$ cat config.mk
export PLATFORM = sky130hd
export DESIGN_NAME = accelerator_write_strength_scheduler
export DESIGN_NICKNAME = d
export VERILOG_FILES = /design/src/rtl/accelerator_write_strength_scheduler_pkg.sv /design/src/rtl/accelerator_round_robin_arbiter.sv /design/src/rtl/accelerator_write_strength_scheduler.sv
export SDC_FILE = /design/constraint.sdc
export NUM_CORES = 1
export LEC_CHECK = 0
export BUFFER_PORTS_ARGS = -buffer_cell sky130_fd_sc_hd__buf_2
export CAP_MARGIN = 10
export CORE_AREA = 2 2 253 255
export DETAILED_ROUTE_END_ITERATION = 6
export DIE_AREA = 0 0 255 257
export GPL_TIMING_DRIVEN = 1
export PLACE_DENSITY = 0.55
export RECOVER_POWER = 25
export SYNTH_ARGS = -nofsm -noshare
export SYNTH_HDL_FRONTEND = slang
export SYNTH_SLANG_ARGS = --single-unit
$ cat constraint.sdc
create_clock -name CLK -period 6.39 [get_ports CLK]
set_input_delay 0.9585 -clock CLK [delete_from_list [all_inputs] [get_ports CLK]]
set_output_delay 0.9585 -clock CLK [all_outputs]
set_load 0.02 [all_outputs]
$ cat src/rtl/accelerator_write_strength_scheduler_pkg.sv
// Shared definitions for the DNC accelerator write-strength scheduler.
//   sched_state_e : scheduler FSM encoding (also driven out on DEBUG_STATE)
//   DEFAULT_HEADS : default number of write-head requesters
//   params_ok     : legal-configuration predicate for the scheduler
package accelerator_write_strength_scheduler_pkg;

    localparam int DEFAULT_HEADS = 4;

    typedef enum logic [1:0] {
        ST_IDLE  = 2'd0,
        ST_ISSUE = 2'd1,
        ST_WAIT  = 2'd2
    } sched_state_e;

    function automatic bit params_ok(input int heads, input int data_size, input int control_size);
        return (heads >= 2) && (heads <= 16) && (data_size > 0) && (control_size > 0);
    endfunction

endpackage

$ cat src/rtl/accelerator_round_robin_arbiter.sv
// Round-robin arbiter: picks the first set request bit searching upward
// from last_grant+1, wrapping modulo HEADS.
//   req        in  HEADS          request vector
//   last_grant in  $clog2(HEADS)  most recently granted index
//   grant      out $clog2(HEADS)  selected index (0 when valid is low)
//   valid      out 1              at least one request is set
module accelerator_round_robin_arbiter #(
    parameter int HEADS = 4
) (
    input  logic [HEADS-1:0]         req,
    input  logic [$clog2(HEADS)-1:0] last_grant,
    output logic [$clog2(HEADS)-1:0] grant,
    output logic                     valid
);

    localparam int GW = $clog2(HEADS);

    always_comb begin
        int idx;
        idx   = 0;
        grant = '0;
        valid = 1'b0;
        for (int off = 1; off <= HEADS; off++) begin
            idx = int'(last_grant) + off;
            if (idx >= HEADS) begin
                idx = idx - HEADS;
            end
            if (!valid && req[GW'(idx)]) begin
                valid = 1'b1;
                grant = GW'(idx);
            end
        end
    end

endmodule

$ cat src/rtl/accelerator_write_strength_scheduler.sv
// Shares one scalar oneplus unit between HEADS write heads. Each head posts
// a beta word with a START pulse; requests are served one at a time in
// round-robin order and the registered result appears on that head's
// BETA_OUT slice together with a one-cycle READY pulse.
//
// Ports:
//   CLK, RST           clock (rising edge) and synchronous active-low reset
//   START[h]           request pulse for head h, BETA_IN slice h captured with it
//   READY[h]           one-cycle completion pulse for head h (one-hot or zero)
//   BETA_OUT           per-head registered oneplus results
//   OVERRUN[h]         sticky: a START on head h was dropped
//   BUSY               a request is pending or in service
//   ONEPLUS_START      one-cycle issue strobe to the oneplus unit
//   ONEPLUS_DATA_IN    operand, held through ISSUE and WAIT, zero in IDLE
//   ONEPLUS_READY      completion strobe from the unit, used only in WAIT
//   ONEPLUS_DATA_OUT   unit result, valid with ONEPLUS_READY
//   DEBUG_STATE        current FSM state
//
// Handshake: a head request is accepted only when the head has nothing
// pending and is not in service; otherwise it is dropped and flagged on
// OVERRUN. Towards the unit, ONEPLUS_START is a single-cycle pulse and the
// operation ends on the first ONEPLUS_READY seen while in WAIT.
module accelerator_write_strength_scheduler
    import accelerator_write_strength_scheduler_pkg::*;
#(
    parameter int DATA_SIZE    = 64,
    parameter int CONTROL_SIZE = 64,
    parameter int HEADS        = DEFAULT_HEADS
) (
    input  logic                       CLK,
    input  logic                       RST,
    input  logic [HEADS-1:0]           START,
    input  logic [HEADS*DATA_SIZE-1:0] BETA_IN,
    output logic [HEADS-1:0]           READY,
    output logic [HEADS*DATA_SIZE-1:0] BETA_OUT,
    output logic [HEADS-1:0]           OVERRUN,
    output logic                       BUSY,
    output logic                       ONEPLUS_START,
    output logic [DATA_SIZE-1:0]       ONEPLUS_DATA_IN,
    input  logic                       ONEPLUS_READY,
    input  logic [DATA_SIZE-1:0]       ONEPLUS_DATA_OUT,
    output sched_state_e               DEBUG_STATE
);

    localparam int GW = $clog2(HEADS);

    // CONTROL_SIZE belongs to the oneplus unit wired up by the parent; here it
    // only takes part in the configuration legality check.
    if (params_ok(HEADS, DATA_SIZE, CONTROL_SIZE)) begin : g_sched

        sched_state_e           state, state_next;
        logic [HEADS-1:0]       pending;
        logic [HEADS-1:0]       in_service;
        logic [DATA_SIZE-1:0]   beta_q [HEADS];
        logic [HEADS*DATA_SIZE-1:0] beta_out_q;
        logic [HEADS-1:0]       ready_q;
        logic [HEADS-1:0]       overrun_q;
        logic [GW-1:0]          grant_q;
        logic [GW-1:0]          last_grant_q;
        logic [GW-1:0]          arb_grant;
        logic                   arb_valid;
        logic                   complete;
        logic                   op_start;
        logic [DATA_SIZE-1:0]   op_data;

        accelerator_round_robin_arbiter #(
            .HEADS (HEADS)
        ) u_arbiter (
            .req        (pending),
            .last_grant (last_grant_q),
            .grant      (arb_grant),
            .valid      (arb_valid)
        );

        // The granted head stays "in service" from ISSUE until it returns to
        // IDLE, which also covers a START arriving alongside ONEPLUS_READY.
        always_comb begin
            in_service = '0;
            if (state != ST_IDLE) begin
                in_service[grant_q] = 1'b1;
            end
        end

        always_comb begin
            state_next = state;
            op_start   = 1'b0;
            op_data    = '0;
            complete   = 1'b0;
            case (state)
                ST_IDLE: begin
                    if (arb_valid) begin
                        state_next = ST_ISSUE;
                    end
                end
                ST_ISSUE: begin
                    op_start   = 1'b1;
                    op_data    = beta_q[grant_q];
                    state_next = ST_WAIT;
                end
                ST_WAIT: begin
                    op_data = beta_q[grant_q];
                    if (ONEPLUS_READY) begin
                        complete   = 1'b1;
                        state_next = ST_IDLE;
                    end
                end
                default: begin
                    state_next = ST_IDLE;
                end
            endcase
        end

        always_ff @(posedge CLK) begin
            if (!RST) begin
                state        <= ST_IDLE;
                pending      <= '0;
                beta_q       <= '{default: '0};
                beta_out_q   <= '0;
                ready_q      <= '0;
                overrun_q    <= '0;
                grant_q      <= '0;
                last_grant_q <= GW'(HEADS - 1);
            end else begin
                state   <= state_next;
                ready_q <= '0;
                if (state == ST_IDLE && arb_valid) begin
                    grant_q <= arb_grant;
                end
                if (complete) begin
                    beta_out_q[grant_q*DATA_SIZE +: DATA_SIZE] <= ONEPLUS_DATA_OUT;
                    pending[grant_q] <= 1'b0;
                    last_grant_q     <= grant_q;
                    ready_q[grant_q] <= 1'b1;
                end
                // The completing head is in service, so its pending bit is
                // never set here in the same cycle it is cleared above.
                for (int h = 0; h < HEADS; h++) begin
                    if (START[h]) begin
                        if (pending[h] || in_service[h]) begin
                            overrun_q[h] <= 1'b1;
                        end else begin
                            pending[h] <= 1'b1;
                            beta_q[h]  <= BETA_IN[h*DATA_SIZE +: DATA_SIZE];
                        end
                    end
                end
            end
        end

        assign READY           = ready_q;
        assign BETA_OUT        = beta_out_q;
        assign OVERRUN         = overrun_q;
        assign BUSY            = (|pending) || (state != ST_IDLE);
        assign ONEPLUS_START   = op_start;
        assign ONEPLUS_DATA_IN = op_data;
        assign DEBUG_STATE     = state;

    end else begin : g_illegal_config
        // Unsupported configuration: the block stays inert.
        assign READY           = '0;
        assign BETA_OUT        = '0;
        assign OVERRUN         = '0;
        assign BUSY            = 1'b0;
        assign ONEPLUS_START   = 1'b0;
        assign ONEPLUS_DATA_IN = '0;
        assign DEBUG_STATE     = ST_IDLE;
    end

endmodule

-- Word-level counts from Yosys, hierarchy flattened
Cells that the tools add are included.
- flip-flop bits (word level): 530
- bits of input ports: 327
- output and inout port bits: 332
- logic and storage cells: 121
- $add $sub $neg: 9
- $lt $le $gt $ge: 11
- eq/ne operators: 4
- shift-type cells: 2
- muxes and demuxes: 47
- bitwise gates (word level): 7
- reductions and logical operators: 27
- operators with widths (cell ; count):
    $bwmux W256 ; 1
    $shift A64 B34 Y256 const A ; 1
    $shiftx A64 B34 Y256 ; 1
    $mux W64 ; 3
    $bmux W64 S2 ; 1
    $neg A8 Y34 ; 1
    $mux W1 ; 24
    $mux W2 ; 10
    $reduce_and A2 Y1 ; 10
    $lt A2 B4 Y1 const B ; 4
    $ge A3 B3 Y1 const B ; 4
    $bmux W1 S2 ; 4
    $mux W4 ; 2
    $sub A2 B1 Y2 const B ; 4
    $add A2 B2 Y3 const B ; 2
    $pmux W2 S3 ; 1
    $logic_and A1 B1 Y1 ; 5
    $logic_or A1 B1 Y1 ; 5
    $add A2 B3 Y4 const B ; 1
    $and A4 B4 Y4 ; 1
    $ge A4 B3 Y1 const B ; 1
    $ne A2 B2 Y1 const B ; 2
    $not A1 Y1 ; 4
    $not A4 Y4 ; 1
    12 further kinds ; 14

-- Depth between registers and ports, before layout
Gate-level depths: netlist (run 1).
- word-level depth: 18
- mapped depth: 11
- depth with buffers taken out: 6

-- Cells and area by module
A second synthesis (run 1) with hierarchy kept.
- cells, all modules: 2163
- area total of the unflattened synthesis: 21210.3 um2
- modules (own cells, without submodules) (module ; instances ; cells an instance ; area an instance (um2) ; seq. area each (um2)):
    accelerator_write_strength_scheduler ; 1 ; 2149 ; 21119.0 ; 10610.2
    accelerator_round_robin_arbiter ; 1 ; 14 ; 91.3 ; 0.0

-- Worst setup path before layout (run 1)
Ideal clock, no wire load.
- kind: register to output
- start: register g_sched.grant_q[1]
- end: output ONEPLUS_DATA_IN[56]
- arrival time: 1.692 ns
- required time: 5.431 ns
- setup slack: 3.739 ns
- stages on the path, launching flop included: 5
- buffers on the path: 2
- cell sequence: dfxtp_1 > buf_2 > buf_2 > mux4_2 > and2_1
- cells in the longest elaborated chain, start to end: 5
- RTL lines (item ; RTL line ; RTL):
    from (decl) ; accelerator_write_strength_scheduler.sv:58 ; logic [GW-1:0] grant_q;
    from (signal assigned) ; accelerator_write_strength_scheduler.sv:127 ; grant_q <= arb_grant;
    $not A2 Y3 (not written as such) ; accelerator_write_strength_scheduler.sv:97, accelerator_write_strength_scheduler.sv:101 ;
    $bmux W64 S2 ; accelerator_write_strength_scheduler.sv:97, accelerator_write_strength_scheduler.sv:101 ;
    $mux W64 (not written as such) (2 in series) ; accelerator_write_strength_scheduler.sv:97, accelerator_write_strength_scheduler.sv:101 ;
    $mux W64 ; - ;
    to (decl) ; accelerator_write_strength_scheduler.sv:39 ; output logic [DATA_SIZE-1:0] ONEPLUS_DATA_IN,
No other way between the ends. The select of a mux whose other input is x is not followed.

-- Worst setup path in the final report (run 1)
- start: register g_sched.grant_q[1]
- end: output ONEPLUS_DATA_IN[29]
The elaborated chain is that of the path after synthesis.

==> flow_metrics.tcl, run 1 <==
set metrics [dict create \
    syn_nets 2557 \
    final_hold_viol_count 0 \
    fin_skew_ns 0.0124 \
    tns_ns 0 \
    die_h_microns 257 \
    n_fill_cell 6358 \
    seqPwrFrac 0.426 \
    ir_worst_vdd_mv 0.197 \
    syn_area_sq_um 21400 \
    coreArea_sq_um 62700 \
    power_density_nw_per_um2 316 \
    finalSetupViolCount 0 \
    drc 0 \
    seq_area_sq_um 10600 \
    cts_buffers 58 \
    synth_ff_type "dfxtp_1" \
    async_reset_ff_frac 0 \
    cts_tree "yes" \
    reg2reg_depth 7 \
    clock-sinks 530 \
    port_buffers 658 \
    cts-root-buf "clkbuf_16" \
    hp-class "register to register" \
    worstReg2RegStart "g_sched.grant_q[1]" \
    postCtsSetupBuffers 0 \
    rows 92 \
    drt_wl_total_microns 79400 \
    cp_slowest_stage_delay_ns 0.76 \
    hpwl_microns 53100 \
    power.total_mw 8.49 \
    crit_path_end_kind "primary output" \
    ys_warn_count 0 \
    antenna_left 0 \
    grt.overflow.total 0 \
    period_share 0.644 \
    ios 659 \
    synth_cell_types 37 \
    drv_cap 0 \
    cts.htree.levels 2 \
    status "finished, final reports clean" \
    pwr-share-comb 0.159 \
    postSynthAreaPerCell_sq_um 9.62 \
    vias 18600 \
    critPathSlowestCell "dfxtp_4" \
    drt_iter0_markers 1199 \
    syn2layout_area_growth_pct 25.8 \
    ys_ff_latch 530 \
    cp_max_fo 40 \
    critical_path_class "register to primary output" \
    rsz0062_at_grt "no" \
    fin_nets 3108 \
    max_freq_mhz 243 \
    tightest_slew_ns 1.12 \
    synth_edf_count 0 \
    power.switching_mw 2.38 \
    routed_via_density 5.06 \
    path_delay_family "buffers and inverters" \
    path_cells "buf_4 > mux4_2 > and2_1 > buf_2" \
    grt.total_usage 0.232 \
    period_minus_slack_ns 4.12 \
    routedWlPerCell_microns 21.6 \
    grt_pass1_wl_microns 118000 \
    arrival_ns 3.16 \
    slew_viol_final 0 \
    switching_share 0.280 \
    max_slew_margin 0.256 \
    leakagePower_nw 10.2 \
    die_w_microns 255 \
    cp_num_buf_inv 2 \
    clock_power_share 0.415 \
    synthCells 2219 \
    path_clk_slew_ns 0.06 \
    postCtsHoldBufs 0 \
    design.die.area_sq_um 65500 \
    antenna_found_initial 26 \
    multi_input_area_sq_um 9880 \
    gp_congestion 0.883 \
    worstSetupStartpointType "register" \
    initial_core_util 0.340 \
    critPathLaunch "g_sched.grant_q[1]" \
    crit_cells 4 \
    p_int_mw 6.11 \
    worstHoldPathCells 2 \
    drive_above_1_share 0.235 \
    grt_max_degree 250 \
    post_cts_resized 0 \
    cp.required_ns 5.43 \
    first_pass_iters 7 \
    clockBufferDepth 3 \
    hp-start "g_sched.beta_q[246]" \
    grt_pass1_vias 18500 \
    ys_seq_area_frac 0.497 \
    clk_latency_ns 0.61 \
]
==> final cells by class <==
cell class                 instances  share of cell area
sequential                       530               0.395
clock buffer                      81              0.0653
timing repair buffer             680               0.120
inverter                           6            0.000838
multi-input combinational       1494               0.368
clock inverter                    26              0.0102
antenna                           12             0.00112
tap                              846              0.0394
==> per-layer routing <==
metal / track usage / vias to the layer above / wire, microns
li1: - / 8705 / -
met4: 0.0666 / 24 / 1970
met5: 0 / - / 155
met3: 0.0789 / 132 / 7150
met1: 0.291 / 9086 / 33100
met2: 0.378 / 663 / 37000
==> cells in the final DEF (no fill, tap or decap), types with 6 or more instances in the layout <==
cell	Yosys	final
dfxtp_1	530	528
nand2_1	527	523
buf_2	91	452
nor2b_1	267	267
a22oi_1	256	256
clkbuf_1	85	211
a21boi_0	172	172
a21boi_1	84	84
mux4_2	64	64
and2_1	64	64
clkbuf_16	0	62
buf_4	4	21
clkinv_2	0	14
clkbuf_8	0	13
diode_2	0	12
ha_1	11	10
o21a_1	9	9
inv_1	6	6
==> worst reg2reg max path, stage by stage (launching register included) <==
cell and delay [ns]:
dfxtp_4 0.76, inv_1 0.24, ha_1 0.35, nand4b_1 0.31, nor2_4 0.84, buf_4 0.58, a22oi_1 0.13, nor2b_1 0.15
==> Yosys cell counts (all sizes together) (2+ instances only) <==
cell	n	area (sq um)
nor4	2	27.5
mux4	64	1440
ha	11	138
o21a	9	67.6
nor2	2	12.5
nor3b	5	37.5
buf	104	564
o21ai	4	20.0
a21oi	5	25.0
and2	65	407
inv	6	22.5
dfxtp	530	10600
a22oi	256	1920
a21boi	256	1920
and3	4	25.0
o211ai	2	15.0
nor2b	267	1670
or3b	4	35.0
o221ai	2	17.5
clkbuf	85	319
nand2	528	1980
==> flip-flops by register name, indices dropped and copies added (netlist names) <==
register,cells
g_sched.last_grant_q,2
READY,4
g_sched.pending,4
OVERRUN,4
g_sched.beta_q,256
g_sched.grant_q,2
DEBUG_STATE,2
BETA_OUT,256
==> power by group through the flow <==
| stage | clock [mW] | combinational [mW] | sequential (mW) |
|---|---|---|---|
| 2_1_floorplan | 0 | 0.892 | 3.64 |
| 3_3_place_gp | 0 | 1.34 | 3.68 |
| 3_5_place_dp | 0 | 1.36 | 3.69 |
| 4_1_cts | 3.60 | 1.37 | 3.62 |
| 5_1_grt | 3.74 | 1.46 | 3.64 |
| 6_report | 3.52 | 1.35 | 3.62 |
==> through the flow <==
stage / util / setup slack, ns / cell area [sq um] / instances / hold slack [ns]
floorplan: - / 3.74 / 21400 / 2219 / 0.432
global placement: 0.400 / 2.84 / 25100 / 3556 / 0.439
detailed placement: 0.400 / 2.83 / 25100 / 3556 / 0.443
CTS: 0.432 / 2.16 / 27100 / 3663 / 0.452
global route: 0.428 / 2.02 / 26800 / 3669 / 0.474
finish: 0.428 / 2.27 / 26900 / 3675 / 0.453
==> cells by family (layout without fill, tap and decap cells) <==
| logic type | after synthesis | count (layout) | synth area share |
|---|---|---|---|
| AND/OR/NAND/NOR | 881 | 881 | 0.198 |
| adder cells (fa/ha/maj) | 11 | 11 | 0.00645 |
| buffers and inverters | 195 | 793 | 0.0424 |
| flip-flops | 530 | 530 | 0.497 |
| multiplexers | 64 | 64 | 0.0675 |
| AO/OA/AOI/OAI | 538 | 538 | 0.189 |
| other | 0 | 12 | 0 |
==> final timing paths <==
kind                         end  slack, ns
max          ONEPLUS_DATA_IN[29]       2.27
min          g_sched.beta_q[246]       0.45
max reg2reg        BETA_OUT[110]       2.98
min reg2reg  g_sched.beta_q[246]       0.45
Power figures use the tool's default switching activity.
==> run 2, diff against run 1 <==
- PLACE_DENSITY: 0.55 -> 0.57
- clock period: 6.39 -> 3.75 ns (I/O delays scaled with it)
==> flow_metrics.tcl, run 2 (synthesized netlist as in run 1, its figures left out) <==
set metrics [dict create \
    antenna_left 0 \
    postCtsSetupBuffers 0 \
    worstHoldPathCells 3 \
    grt.total_usage 0.235 \
    port_buffers 658 \
    fin_skew_ns 0.0226 \
    p_int_mw 10.2 \
    path_clk_slew_ns 0.06 \
    busiest_layer "met2" \
    grt_pass1_vias 18800 \
    cp.required_ns 3.19 \
    hp-start "BETA_IN[212]" \
    leakagePower_nw 10.3 \
    use_met3 0.0787 \
    antenna_found_initial 29 \
    slew_viol_final 0 \
    drt_wl_total_microns 80800 \
    max_freq_mhz 308 \
    grt_max_degree 175 \
    gp_congestion 0.848 \
    r2r_end "g_sched.beta_q[230]" \
    final_hold_viol_count 0 \
    syn2layout_area_growth_pct 26.9 \
    clock_power_share 0.399 \
    postCtsHoldBufs 0 \
    design.die.area_sq_um 65500 \
    grt.overflow.total 0 \
    die_h_microns 257 \
    coreArea_sq_um 62700 \
    cts_tree "yes" \
    hp-class "primary input to register" \
    clk_latency_ns 0.61 \
    power.total_mw 14.3 \
    power_density_nw_per_um2 527 \
    crit_path_end_kind "primary output" \
    routedWlPerCell_microns 21.9 \
    rows 92 \
    ir_worst_vdd_mv 0.370 \
    drive_above_1_share 0.236 \
    power.switching_mw 4.11 \
    cp_max_fo 64 \
    reg2reg_depth 7 \
    grt_pass1_wl_microns 118000 \
    ios 659 \
    min_to "g_sched.beta_q[20]" \
    tightest_slew_ns 1.01 \
    hpwl_microns 55300 \
    drt_iter0_markers 1243 \
    clockBufferDepth 3 \
    worstReg2RegStart "g_sched.grant_q[0]" \
    cts-root-buf "clkbuf_16" \
    placed_cells 3570 \
    vias 19000 \
    clock-sinks 530 \
    status "finished, final reports clean" \
    period_share 0.864 \
    finalSetupViolCount 0 \
    drc 0 \
    cts.htree.levels 2 \
    initial_core_util 0.340 \
    seqPwrFrac 0.428 \
    post_cts_resized 0 \
    switching_share 0.288 \
    die_w_microns 255 \
    critical_path_class "register to primary output" \
    rsz0062_at_grt "no" \
    max_slew_margin 0.328 \
    cts_buffers 57 \
    place_ws_ns 1.11 \
    period_minus_slack_ns 3.24 \
    arrival_ns 2.68 \
    layout.cells.non_filler 3694 \
    drv_cap 0 \
    routed_via_density 5.15 \
    worstSetupStartpointType "register" \
    fin_nets 3121 \
    tns_ns 0 \
    pwr-share-comb 0.173 \
    first_pass_iters 5 \
    final_cell_mix "dfxtp_1 (530), nand2_1 (524), buf_2 (456)" \
    layout.cells.most_common "dfxtp_1" \
    grt_util_met2 0.386 \
    grt_use_met1 0.285 \
    fin_ws_ns 0.508 \
    rrSetupSlack_ns 0.95 \
]
-- run 2: area by class of cell --
class                      count  area (sq um)
tap                          846          1060
fill                        6291         35700
sequential                   530         10600
antenna                       21          52.6
clock buffer                  83          1700
timing repair buffer         694          3550
inverter                       6          22.5
clock inverter                20           218
multi-input combinational   1494          9880
-- run 2: worst max path at each step --
| stage | startpoint | to | slack [ns] | depth (start not counted) |
|---|---|---|---|---|
| after detailed placement | ONEPLUS_READY | BETA_OUT[250] | 1.11 | 6 |
| after global routing | g_sched.grant_q[1] | ONEPLUS_DATA_IN[35] | 0.39 | 4 |
| after global placement | ONEPLUS_READY | BETA_OUT[198] | 1.17 | 6 |
| after floorplan | g_sched.grant_q[1] | BETA_OUT[254] | 1.33 | 8 |
| final | g_sched.grant_q[0] | ONEPLUS_DATA_IN[63] | 0.51 | 4 |
| after CTS | DEBUG_STATE[1] | ONEPLUS_DATA_IN[20] | 0.52 | 5 |
-- run 2: power by group through the flow --
stage               Clock (mW)  Combinational [mW]  Sequential [mW]
floorplan                    0                1.52             6.20
finish                    5.70                2.47             6.11
CTS                       5.82                2.50             6.11
detailed placement           0                2.49             6.23
global placement             0                2.47             6.22
global route              6.04                2.65             6.14
-- run 2: per-layer routing --
metal / wire length (microns) / vias to the layer above
met5: 165 / -
met4: 2570 / 26
met3: 7770 / 160
met2: 38000 / 791
met1: 32300 / 9293
li1: - / 8743
-- run 2: critical path: stages, from the launching register on --
cell     delay (ns)
dfxtp_1        0.63
buf_12         0.41
mux4_2         0.55
and2_1         0.21
buf_2          0.18
-- run 2: stage by stage --
step / util / hold WS (ns) / area [sq um]
finish: 0.432 / 0.180 / 27100
global placement: 0.405 / 0.437 / 25400
global route: 0.431 / 0.163 / 27100
CTS: 0.435 / 0.134 / 27300
floorplan: - / 0.432 / 21400
detailed placement: 0.405 / 0.445 / 25400
